--- src/rtl/status_led_ctrl.sv ---
// Board status-LED engine: per-LED runtime mode/source select, a shared heartbeat
// counter and per-LED activity pulse stretchers, configured over a local-bus port.
module status_led_ctrl #(
    parameter int unsigned NLED         = 4,
    parameter int unsigned NSRC         = 8,
    parameter int unsigned HB_BITS      = 28,
    parameter int unsigned STRETCH_BITS = 22,
    parameter int unsigned SYNC_STAGES  = 2,
    parameter int unsigned RST_MODE     = 2,
    localparam int unsigned SEL_W       = $clog2(NSRC)
) (
    input  logic             clk,
    input  logic             rst,
    input  logic [NSRC-1:0]  src,
    input  logic             cfg_valid,
    input  logic             cfg_we,
    input  logic [3:0]       cfg_addr,
    input  logic [SEL_W+2:0] cfg_wdata,
    output logic [SEL_W+2:0] cfg_rdata,
    output logic [NLED-1:0]  led
);

    localparam logic [2:0] ModeOff    = 3'd0;
    localparam logic [2:0] ModeOn     = 3'd1;
    localparam logic [2:0] ModeLevel  = 3'd2;
    localparam logic [2:0] ModeInvert = 3'd3;
    localparam logic [2:0] ModeHb     = 3'd4;
    localparam logic [2:0] ModeBlink  = 3'd5;
    localparam logic [2:0] ModeAct    = 3'd6;

    typedef enum logic [1:0] {StIdle, StOn, StGap} act_state_e;

    logic [NSRC-1:0]         s, s_d_q, s_d_d, rise;
    logic [HB_BITS-1:0]      hb_cnt_q, hb_cnt_d;
    logic [SEL_W+2:0]        rdata_q, rdata_d;
    logic [NLED-1:0]         led_q, led_d;
    logic [NLED-1:0]         pend_q, pend_d;
    logic [NLED-1:0]         x_v, r_v, wr_hit;
    logic [2:0]              mode_q [NLED];
    logic [2:0]              mode_d [NLED];
    logic [SEL_W-1:0]        sel_q  [NLED];
    logic [SEL_W-1:0]        sel_d  [NLED];
    logic [STRETCH_BITS-1:0] cnt_q  [NLED];
    logic [STRETCH_BITS-1:0] cnt_d  [NLED];
    act_state_e              st_q   [NLED];
    act_state_e              st_d   [NLED];

    if (SYNC_STAGES == 0) begin : g_nosync
        assign s = src;
    end else begin : g_sync
        logic [NSRC-1:0] sync_q [SYNC_STAGES];
        logic [NSRC-1:0] sync_d [SYNC_STAGES];

        always_comb begin
            sync_d[0] = src;
            for (int k = 1; k < SYNC_STAGES; k++) sync_d[k] = sync_q[k-1];
        end

        always_ff @(posedge clk) begin
            for (int k = 0; k < SYNC_STAGES; k++) begin
                if (rst) sync_q[k] <= '0;
                else     sync_q[k] <= sync_d[k];
            end
        end

        assign s = sync_q[SYNC_STAGES-1];
    end

    assign s_d_d = s;
    assign rise  = s & ~s_d_q;

    // Selects beyond the implemented sources read as 0.
    always_comb begin
        x_v    = '0;
        r_v    = '0;
        wr_hit = '0;
        for (int i = 0; i < NLED; i++) begin
            if (32'(sel_q[i]) < NSRC) begin
                x_v[i] = s[sel_q[i]];
                r_v[i] = rise[sel_q[i]];
            end
            wr_hit[i] = cfg_valid & cfg_we & (cfg_addr == 4'(i));
        end
    end

    always_comb begin
        hb_cnt_d = hb_cnt_q + 1'b1;
        rdata_d  = rdata_q;
        if (cfg_valid && !cfg_we) begin
            rdata_d = '0;
            for (int i = 0; i < NLED; i++) begin
                if (cfg_addr == 4'(i)) rdata_d = {sel_q[i], mode_q[i]};
            end
        end

        led_d  = '0;
        pend_d = pend_q;
        for (int i = 0; i < NLED; i++) begin
            mode_d[i] = mode_q[i];
            sel_d[i]  = sel_q[i];
            st_d[i]   = st_q[i];
            cnt_d[i]  = cnt_q[i];

            if (mode_q[i] == ModeAct) begin
                case (st_q[i])
                    StIdle: begin
                        if (r_v[i]) begin
                            st_d[i]  = StOn;
                            cnt_d[i] = '0;
                        end
                    end
                    StOn: begin
                        cnt_d[i] = cnt_q[i] + 1'b1;
                        if (&cnt_q[i]) begin
                            st_d[i]  = StGap;
                            cnt_d[i] = '0;
                        end
                    end
                    StGap: begin
                        cnt_d[i] = cnt_q[i] + 1'b1;
                        if (r_v[i]) pend_d[i] = 1'b1;
                        if (&cnt_q[i]) begin
                            st_d[i]   = (pend_q[i] || r_v[i]) ? StOn : StIdle;
                            cnt_d[i]  = '0;
                            pend_d[i] = 1'b0;
                        end
                    end
                    default: st_d[i] = StIdle;
                endcase
            end

            // A config write restarts the stretcher from a clean IDLE.
            if (wr_hit[i]) begin
                {sel_d[i], mode_d[i]} = cfg_wdata;
                st_d[i]   = StIdle;
                cnt_d[i]  = '0;
                pend_d[i] = 1'b0;
            end

            case (mode_q[i])
                ModeOff:    led_d[i] = 1'b0;
                ModeOn:     led_d[i] = 1'b1;
                ModeLevel:  led_d[i] = x_v[i];
                ModeInvert: led_d[i] = ~x_v[i];
                ModeHb:     led_d[i] = hb_cnt_q[HB_BITS-1];
                ModeBlink:  led_d[i] = x_v[i] & hb_cnt_q[HB_BITS-1];
                ModeAct:    led_d[i] = (st_q[i] == StOn);
                default:    led_d[i] = 1'b0;
            endcase
        end
    end

    always_ff @(posedge clk) begin
        if (rst) begin
            s_d_q    <= '0;
            hb_cnt_q <= '0;
            rdata_q  <= '0;
            led_q    <= '0;
            pend_q   <= '0;
            for (int i = 0; i < NLED; i++) begin
                mode_q[i] <= 3'(RST_MODE);
                sel_q[i]  <= SEL_W'(i % NSRC);
                cnt_q[i]  <= '0;
                st_q[i]   <= StIdle;
            end
        end else begin
            s_d_q    <= s_d_d;
            hb_cnt_q <= hb_cnt_d;
            rdata_q  <= rdata_d;
            led_q    <= led_d;
            pend_q   <= pend_d;
            for (int i = 0; i < NLED; i++) begin
                mode_q[i] <= mode_d[i];
                sel_q[i]  <= sel_d[i];
                cnt_q[i]  <= cnt_d[i];
                st_q[i]   <= st_d[i];
            end
        end
    end

    assign cfg_rdata = rdata_q;
    assign led       = led_q;

endmodule

--- config.mk ---
export PLATFORM = sky130hd
export DESIGN_NAME = status_led_ctrl
export DESIGN_NICKNAME = d
export VERILOG_FILES = /design/src/rtl/status_led_ctrl.sv
export SDC_FILE = /design/constraint.sdc
export NUM_CORES = 1
export LEC_CHECK = 0
export ABC_AREA = 1
export BUFFER_PORTS_ARGS = -buffer_cell sky130_fd_sc_hd__buf_4
export CORE_MARGIN = 4
export CORE_UTILIZATION = 41
export DETAILED_ROUTE_END_ITERATION = 8
export MAX_ROUTING_LAYER = met4
export PLACE_DENSITY_LB_ADDON = 0.12
export SETUP_SLACK_MARGIN = 0.3
export SYNTH_ARGS = -nofsm -noshare
export SYNTH_HDL_FRONTEND = slang
export SYNTH_SLANG_ARGS = --single-unit
--- constraint.sdc ---
create_clock -name clk -period 2.46 [get_ports clk]
set_input_delay 0.492 -clock clk [delete_from_list [all_inputs] [get_ports clk]]
set_output_delay 0.492 -clock clk [all_outputs]
set_load 0.02 [all_outputs]
==> metrics, run 1 <==
status=completed; drt initial violations=737; crit path max fanout=5; antenna violations before repair=0; delay-heaviest family, CP=simple AND/OR/NAND/NOR gates; crit path DAT=2.30 ns; Critical-path top delay cell=dfxtp_1; RSZ-0062 raised after global routing=yes; Clock Skew=0.0132 ns; CTS tree=built; Die ar.=0.0301 mm^2; FP Rows=60; core area=0.0270 mm^2; post-cts sizing count=0; Post-DP HPWL=21,100 um; most used cell, CP=nor2_1; Syn-to-layout area delta=10.0%; Max Cap Viol=0; Ports=32; total grt overflow=0; Peak VDD IR=0.000494 V; Mean Syn Cell Area=6.37 um^2; Leak=0.00479 uW; Root Buffer=clkbuf_16; Routed Antenna Nets=0; Final Hold Violating Endpoints=0; WL per Instance=13.3 um; Final WS setup=0.502 ns; worst-path cell chain=ha_1 > nand3_1 > nor2_2 > nand4_1 > nor2_1 > nand2_1 > nand2_2 > nor2_1 > nor2_1 > nor2_1; cts hold-fix bufs=0; Pwr Total=6140 uW; actual slew at the worst max-slew pin=0.711 ns; setup TNS=0 ns; Synth Warn #=0; WP data required=2.80 ns; Die H=173 um; IO buf count=31; Starting Density=0.416; Synth Flop Type=dfxtp_1; post-place setup slack=0.348 ns; DR pass1 iterations=5; fmax=511 MHz; top-area cell type share of the netlist area=0.332; Async SR Flop Fraction=0; final core occ=0.458; Gate Count Post-Synth=1,762; Skew-Pair Late Insertion Delay=0.44 ns; PwrDens=497 mW/mm^2; CTS H-Tree Depth=4; Post-synth EDFFs=0; synthesized cell area=0.0112 mm^2; CTS clock-pin slew for the worst setup and hold paths=0.08 ns; vias in the first global route=10,100; Sink Count=186; WP buf/inv=0; Critical Path End Type=flip-flop; Total GRT Usage=0.195; Num CTS Buffers=17; drt via density=5.04; antenna cell count=0; Yosys top cell by area=dfxtp_1; Period Utilization, post-route=0.796; crit path launch type=flip-flop; Clock Tree Buf Depth=2; critical path's largest stage delay=0.42 ns; most common cell after layout, fill and taps aside=nand2_1; post-CTS setup buffer count=0; Netlist cell types=44; Final Critical Period=1.96 ns; post-synthesis register bit count=186; DR vias=10,800; die width=173 um; Seq/Total Area, Yosys=0.332; # DRC=0; Post-Route WL=28,500 um; largest net degree at the start of global routing=40; setup violators final=0; GP Congestion=0.933; slew margin rel.=0.525; syn nets=1,805; most frequent cells in the layout=nand2_1 (496), nor2_1 (260), inv_1 (206); nets=1,828; final-report max-slew violation count=0; layout cells sized above 1=0.0945; global-route wire length before repair=48,500 um; Hold WC Path Type=in -> reg; Crit Path Category=reg -> reg; ranking of synthesized cells by area=dfxtp_1 (33%), nand2_1 (17%), nor2_1 (8.8%), inv_1 (6.9%), nand3_1 (5.6%)
==> worst min-delay path, stage by stage <==
cell	delay (ns)
buf_4	0.08
inv_1	0.03
nor2_1	0.06
==> through the flow <==
stage               hold WS (ns)  instances  cell area, um^2
finish                     0.255       2139            12300
global route               0.250       2139            12300
CTS                        0.234       2139            12300
detailed placement         0.397       2107            11700
global placement           0.397       2107            11700
floorplan                  0.388       1762            11200
==> layer usage <==
metal | vias up | wire, um | GRT usage
met1 | 4833 | 13600 | 0.254
met4 | 0 | 335 | 0.0499
li1 | 5688 | - | -
met2 | 215 | 13400 | 0.318
met5 | - | 0 | -
met3 | 34 | 1130 | 0.0299
==> registers in the layout, indices dropped and copies added, names as in the netlist <==
signal	flops
cfg_rdata	6
cnt_q	88
g_sync.sync_q	16
hb_cnt_q	28
led	4
mode_q	12
pend_q	4
s_d_q	8
sel_q	12
st_q	8
==> cell families (layout without fill, tap and decap cells) <==
family | count (synthesis) | count (layout) | synth area share
AO/OA/AOI/OAI | 215 | 215 | 0.103
adder cells (fa/ha/maj) | 21 | 21 | 0.0234
buffers and inverters | 257 | 293 | 0.0934
AND/OR/NAND/NOR | 1047 | 1047 | 0.420
flip-flops | 186 | 186 | 0.332
XOR/XNOR | 36 | 36 | 0.0281
==> cells in the mapped netlist (all sizes together), types with 2 or more instances <==
master / n
nand2: 512
nor2: 285
inv: 213
dfxtp: 186
nand3: 147
a21oi: 108
o21ai: 76
nand4: 52
nor3: 27
buf: 25
ha: 21
xor2: 21
clkbuf: 16
xnor2: 15
o211ai: 8
or2: 8
a31oi: 7
o21bai: 6
o22ai: 6
nand3b: 4
nor3b: 4
nor4: 4
and2: 3
clkinv: 3
a211oi: 2
==> worst paths after layout <==
check / slack (ns) / depth (start not counted) / endpoint / start
setup / recovery: 0.50 / 10 / cnt_q[0][19] / cnt_q[0][0]
hold reg to reg: 0.40 / 2 / g_sync.sync_q[1][4] / g_sync.sync_q[0][4]
setup reg to reg: 0.50 / 10 / cnt_q[0][19] / cnt_q[0][0]
hold / removal: 0.26 / 3 / g_sync.sync_q[0][2] / src[2]
==> layout make-up <==
type / instances / area, um^2
Fill cell: 2844 / 14600
Multi-Input combinational cell: 1319 / 6460
Sequential cell: 186 / 3730
Inverter: 216 / 811
Clock buffer: 19 / 453
Tap cell: 341 / 427
Timing Repair Buffer: 45 / 338
Clock inverter: 13 / 133
==> power by group <==
part	total (uW)	internal (uW)	leakage (uW)	switching [uW]
clock	2750	1400	0.000278	1350
sequential	3080	3040	0.00151	33.4
combinational	318	106	0.00301	212
No activity file was read; power rests on OpenSTA's default activity.
==> run 2: changes to the inputs <==
Clock period 2.46 ns to 1.96 ns, I/O delays scaled along.
==> run 2 against run 1 <==
Compared with the run above:
- sequential power increased by 25%
- final cell count increased by 4.5%
- register-to-register slack got worse by 0.14 ns
- setup slack got worse by 0.14 ns
- clock power increased by 21%
- via count increased by 5.8%
==> metrics, run 2 (synthesis gave the netlist of run 1 again) <==
# fillers=2,713 (-4.6%); Die ar.=0.0301 mm^2 (unchanged); dpl cell area=0.0121 mm^2 (+2.7%); crit path DAT=1.98 ns (-0.32 ns); Die H=173 um (unchanged); Regs by FF count=cnt_q (88), hb_cnt_q (28), g_sync.sync_q (16); actual slew at the worst max-slew pin=0.635 ns (-0.0757 ns); Period Utilization, post-route=0.816 (+0.0197); Final Instance Area=0.0139 mm^2 (+13%); Clock Tree Buf Depth=2 (unchanged); Root Buffer=clkbuf_16; setup TNS=0 ns (unchanged); antenna cell count=0 (unchanged); # DRC=0 (unchanged); Max Cap Viol=0 (unchanged); WL per Instance=14.0 um (+4.9%); cts hold-fix bufs=0 (unchanged); antenna violations before repair=0 (unchanged); PwrDens=552 mW/mm^2 (+11%); Critical Path End Type=flip-flop; RSZ-0062 raised after global routing=yes; Syn-to-layout area delta=23.9%; slew margin rel.=0.575 (+0.0494); Peak VDD IR=0.000498 V (+0.90%); Ports=32 (unchanged); status=completed; FP Rows=60 (unchanged); Starting Density=0.416 (unchanged); top register by number of flip-flops=cnt_q; IO buf count=31 (unchanged); most common cell after layout, fill and taps aside=nand2_1; total grt overflow=0 (unchanged); layout cells sized above 1=0.217 (+0.123); vias in the first global route=10,200 (+0.74%); nets=1,925 (+5.3%); drt initial violations=724 (-1.8%); global-route wire length before repair=50,500 um (+4.0%); Total GRT Usage=0.205 (+0.0101); Leak=0.00545 uW (+14%); WP data required=2.34 ns (-0.46 ns); Reg area=0.00381 mm^2 (+2.4%); Skew-Pair Late Insertion Delay=0.45 ns (about the same); CTS H-Tree Depth=4 (unchanged); CTS tree=built; area of the multi-input gates=0.00705 mm^2 (+9.2%); Final Hold Violating Endpoints=0 (unchanged); DR pass1 iterations=5 (unchanged); final-report max-slew violation count=0 (unchanged); Final Critical Period=1.60 ns (-0.359 ns); crit path launch type=flip-flop; Post-Route WL=31,200 um (+9.6%); max reg flops=88 (unchanged); DR vias=11,400 (+5.8%); Sink Count=186 (unchanged); Post-DP HPWL=22,000 um (+4.2%); largest net degree at the start of global routing=54 (+35%); GP Congestion=0.937 (+0.46%); core area=0.0270 mm^2 (unchanged); Num CTS Buffers=17 (unchanged); Routed Antenna Nets=0 (unchanged); fmax=625 MHz (+22%); CTS clock-pin slew for the worst setup and hold paths=0.07 ns (about the same); Clock Skew=0.0123 ns (-0.000977 ns); crit path max fanout=8 (+3); drt via density=5.10 (+1.2%); Hold WC Path Type=in -> reg; most frequent cells in the layout=nand2_1 (479), nor2_1 (233), inv_1 (189); die width=173 um (unchanged); Crit Path Category=reg -> reg; setup violators final=0 (unchanged)
==> run 2: cell types whose count changed in the layout (fill, tap and decap cells not counted), sizes merged <==
cell	previous run	this run
buf	45	136
nand3	147	151
inv	219	218
clkinv	7	10
==> run 2: power by group <==
group          switching, uW  internal (uW)
combinational            296            184
sequential              45.1           3810
clock                   1670           1670
==> run 2: cell type report <==
| cell class | count | share of cell area |
|---|---|---|
| timing repair buffer | 138 | 0.0873 |
| sequential | 186 | 0.275 |
| clock buffer | 17 | 0.0306 |
| multi-input combinational | 1323 | 0.508 |
| inverter | 216 | 0.0598 |
| tap | 341 | 0.0307 |
| clock inverter | 15 | 0.00945 |
==> run 2: path summary, 6_finish.rpt <==
path / from / to / slack, ns / cells past startpoint
worst min-delay path: src[4] / g_sync.sync_q[0][4] / 0.15 / 3
worst min register to register: g_sync.sync_q[0][0] / g_sync.sync_q[1][0] / 0.40 / 2
worst max register to register: sel_q[0][0] / cnt_q[0][21] / 0.36 / 10
worst max-delay path: sel_q[0][0] / cnt_q[0][21] / 0.36 / 10
==> run 2: timing repair <==
item	4_1_cts	5_1_grt
cloned	3	3
setup endpoints to repair	92	113
buffers inserted	12	36
pin swaps	20	56
gates resized for setup	57	171
==> run 2: worst max-delay path, stage by stage, from the launching register on <==
cell	delay (ns)
dfxtp_4	0.41
buf_6	0.13
nand3_2	0.07
nand3_2	0.08
nand3_4	0.08
nand3_4	0.18
nand2_4	0.08
nor2_4	0.15
clkbuf_16	0.18
nand2_1	0.05
a21oi_1	0.12
==> run 2: stage by stage <==
| step | hold slack (ns) | worst slack (ns) | cells | total power (uW) | util |
|---|---|---|---|---|---|
| finish | 0.148 | 0.361 | 2236 | 7670 | 0.516 |
| global route | 0.137 | 0.226 | 2236 | 8000 | 0.516 |
| CTS | 0.131 | 0.285 | 2197 | 7740 | 0.481 |
| detailed placement | 0.402 | 0.110 | 2150 | 4360 | 0.448 |
| global placement | 0.398 | 0.0973 | 2150 | 4360 | 0.448 |
| floorplan | 0.388 | 0.309 | 1762 | 4200 | - |
==> run 2: routing by layer <==
metal / track usage / share of wire / routed length (um) / vias up
met4: 0.0542 / 0.018 / 550 / 0
met2: 0.323 / 0.47 / 14600 / 214
met5: - / 0 / 0 / -
met3: 0.0297 / 0.036 / 1120 / 36
li1: - / - / - / 5895
met1: 0.276 / 0.48 / 14900 / 5250
==> run 3: changes to the inputs <==
Clock period 1.96 ns to 1.42 ns, I/O delays scaled along.
==> run 3 against run 2 <==
Compared with the run above:
- critical path type unchanged
- the run now ends with setup timing left
- via count rose by 11%
- fmax rose by 1.4%
- register-to-register slack got worse by 0.52 ns
- largest power group unchanged
- global-route usage rose by 2.6 points
- wire length rose by 14%
- final cell count rose by 12%
- design area rose by 26%
- sequential cell count did not move
- die area did not move
- combinational power rose by 87%
- setup slack got worse by 0.52 ns
- highest routed layer unchanged
- first-iteration DRC count fell by 8.7%
==> metrics, run 3 (synthesis gave the netlist of run 1 again) <==
slew margin rel.=0.704 (+0.129); Final WS setup=-0.156 ns (-0.517 ns); failing checks=setup timing; antenna cell count=0 (unchanged); Reg2Reg Capture Point=cnt_q[0][21]; fmax=634 MHz (+1.4%); Critical Path Sink=cnt_q[0][21]; Crit Path Category=reg -> reg; Skew-Pair Late Insertion Delay=0.45 ns (about the same); final-report max-slew violation count=0 (unchanged); GP Congestion=0.911 (-2.8%); status=complete, but fails checks; setup TNS=-10.47 ns (-10.47 ns); die width=173 um (unchanged); Leak=0.00729 uW (+34%); Die ar.=0.0301 mm^2 (unchanged); flop-to-flop setup slack=-0.16 ns (-0.52 ns); CTS clock-pin slew for the worst setup and hold paths=0.08 ns (about the same); Regs by FF count=cnt_q (88), hb_cnt_q (28), g_sync.sync_q (16); Pwr Total=11,100 uW (+45%); # DRC=0 (unchanged); global-route wire length before repair=57,300 um (+14%); crit path launch type=flip-flop; RSZ-0062 raised after global routing=yes; Critical Path End Type=flip-flop; CP startpoint=sel_q[0][0]; vias in the first global route=12,000 (+17%); Post-DP HPWL=24,900 um (+13%); PwrDens=637 mW/mm^2 (+15%); Hold WC Path Type=in -> reg; crit path max fanout=6 (-2); antenna violations before repair=0 (unchanged); Num CTS Buffers=17 (unchanged); Final Hold Violating Endpoints=0 (unchanged); cts hold-fix bufs=0 (unchanged); max reg flops=88 (unchanged); crit path DAT=1.95 ns (-0.03 ns); total grt overflow=0 (unchanged); CTS tree=built; WP data required=1.79 ns (-0.55 ns); nets=2,192 (+14%); Final Critical Period=1.58 ns (-0.0228 ns); largest net degree at the start of global routing=54 (unchanged); DR pass1 iterations=5 (unchanged); Post-Route WL=35,700 um (+14%); Root Buffer=clkbuf_16; setup violators final=108 (+108); Total GRT Usage=0.231 (+0.0264); Peak VDD IR=0.000863 V (+73%); top register by number of flip-flops=cnt_q; Routed Antenna Nets=0 (unchanged); drt via density=5.03 (-1.3%); actual slew at the worst max-slew pin=0.443 ns (-0.192 ns); Ports=32 (unchanged); Starting Density=0.416 (unchanged); Clock Tree Buf Depth=2 (unchanged); DR vias=12,600 (+11%); most frequent cells in the layout=nand2_1 (386), buf_4 (328), nor2_1 (185); Sink Count=186 (unchanged); hold slack=0.0344 ns (-0.113 ns); CTS H-Tree Depth=4 (unchanged); Clock Skew=0.0125 ns (+0.000252 ns); most common cell after layout, fill and taps aside=nand2_1; Period Utilization, post-route=1.11 (+0.294); Syn-to-layout area delta=55.9%; core area=0.0270 mm^2 (unchanged); drt initial violations=661 (-8.7%); R2R Path Start=sel_q[0][0]; FP Rows=60 (unchanged); layout cells sized above 1=0.454 (+0.236); WL per Instance=14.3 um (+2.1%); Worst Reg-to-Reg Cells=10 (unchanged); Die H=173 um (unchanged); Max Cap Viol=0 (unchanged); IO buf count=31 (unchanged)
[run 3: per-stage QoR]
stage | utilization | setup WS (ns) | cell area [um^2] | std cells
6_report | 0.649 | -0.156 | 17500 | 2503
5_1_grt | 0.649 | -0.247 | 17500 | 2503
4_1_cts | 0.600 | -0.139 | 16200 | 2461
3_5_place_dp | 0.540 | -0.243 | 14600 | 2396
3_3_place_gp | 0.540 | -0.215 | 14600 | 2396
2_1_floorplan | - | -0.0946 | 11800 | 1762
[run 3: repair_timing]
item | 4_1_cts | 5_1_grt
pin swaps | 120 | 142
endpoints found under the setup margin | 138 | 143
buffers inserted | 32 | 38
cloned | 1 | 4
gates resized for setup | 238 | 287
[run 3: worst min path at each step]
stage / end / depth (start not counted) / slack, ns / startpoint
detailed placement: g_sync.sync_q[1][1] / 2 / 0.40 / g_sync.sync_q[0][1]
CTS: g_sync.sync_q[0][5] / 3 / 0.02 / src[5]
floorplan: g_sync.sync_q[1][0] / 2 / 0.38 / g_sync.sync_q[0][0]
global route: g_sync.sync_q[0][4] / 3 / 0.02 / src[4]
global placement: g_sync.sync_q[1][1] / 2 / 0.39 / g_sync.sync_q[0][1]
finish: g_sync.sync_q[0][5] / 3 / 0.03 / src[5]
[run 3: per-layer routing]
layer / track usage / up-vias / routed length, um
li1: - / 6448 / -
met1: 0.287 / 5875 / 16300
met2: 0.401 / 218 / 17700
met3: 0.0342 / 52 / 1020
met4: 0.0489 / 0 / 631
met5: - / - / 0
[run 3: critical path, stage by stage, from the launching register on]
cell and delay, ns:
dfxtp_4 0.39, buf_12 0.13, nand3_2 0.08, nand3_2 0.08
nand3_4 0.10, nand3_4 0.14, nand2_4 0.07, nor2_4 0.16
buf_6 0.14, nand2_2 0.05, a21oi_2 0.15
[run 3: layout make-up]
cell class              instances  area, um^2
fillers                      2370        9460
multi-input cells            1321        8190
flip-flops and latches        186        3890
repair buffers                407        3530
inverters                     216         863
well taps                     341         427
clock buffers                  17         425
clock inverters                15         173
[run 3: power breakdown]
group / internal [uW] / total, uW / switching (uW) / leakage [uW]
Clock: 2390 / 4940 / 2550 / 0.000289
Combinational: 391 / 897 / 506 / 0.00545
Sequential: 5240 / 5310 / 62.4 / 0.00155
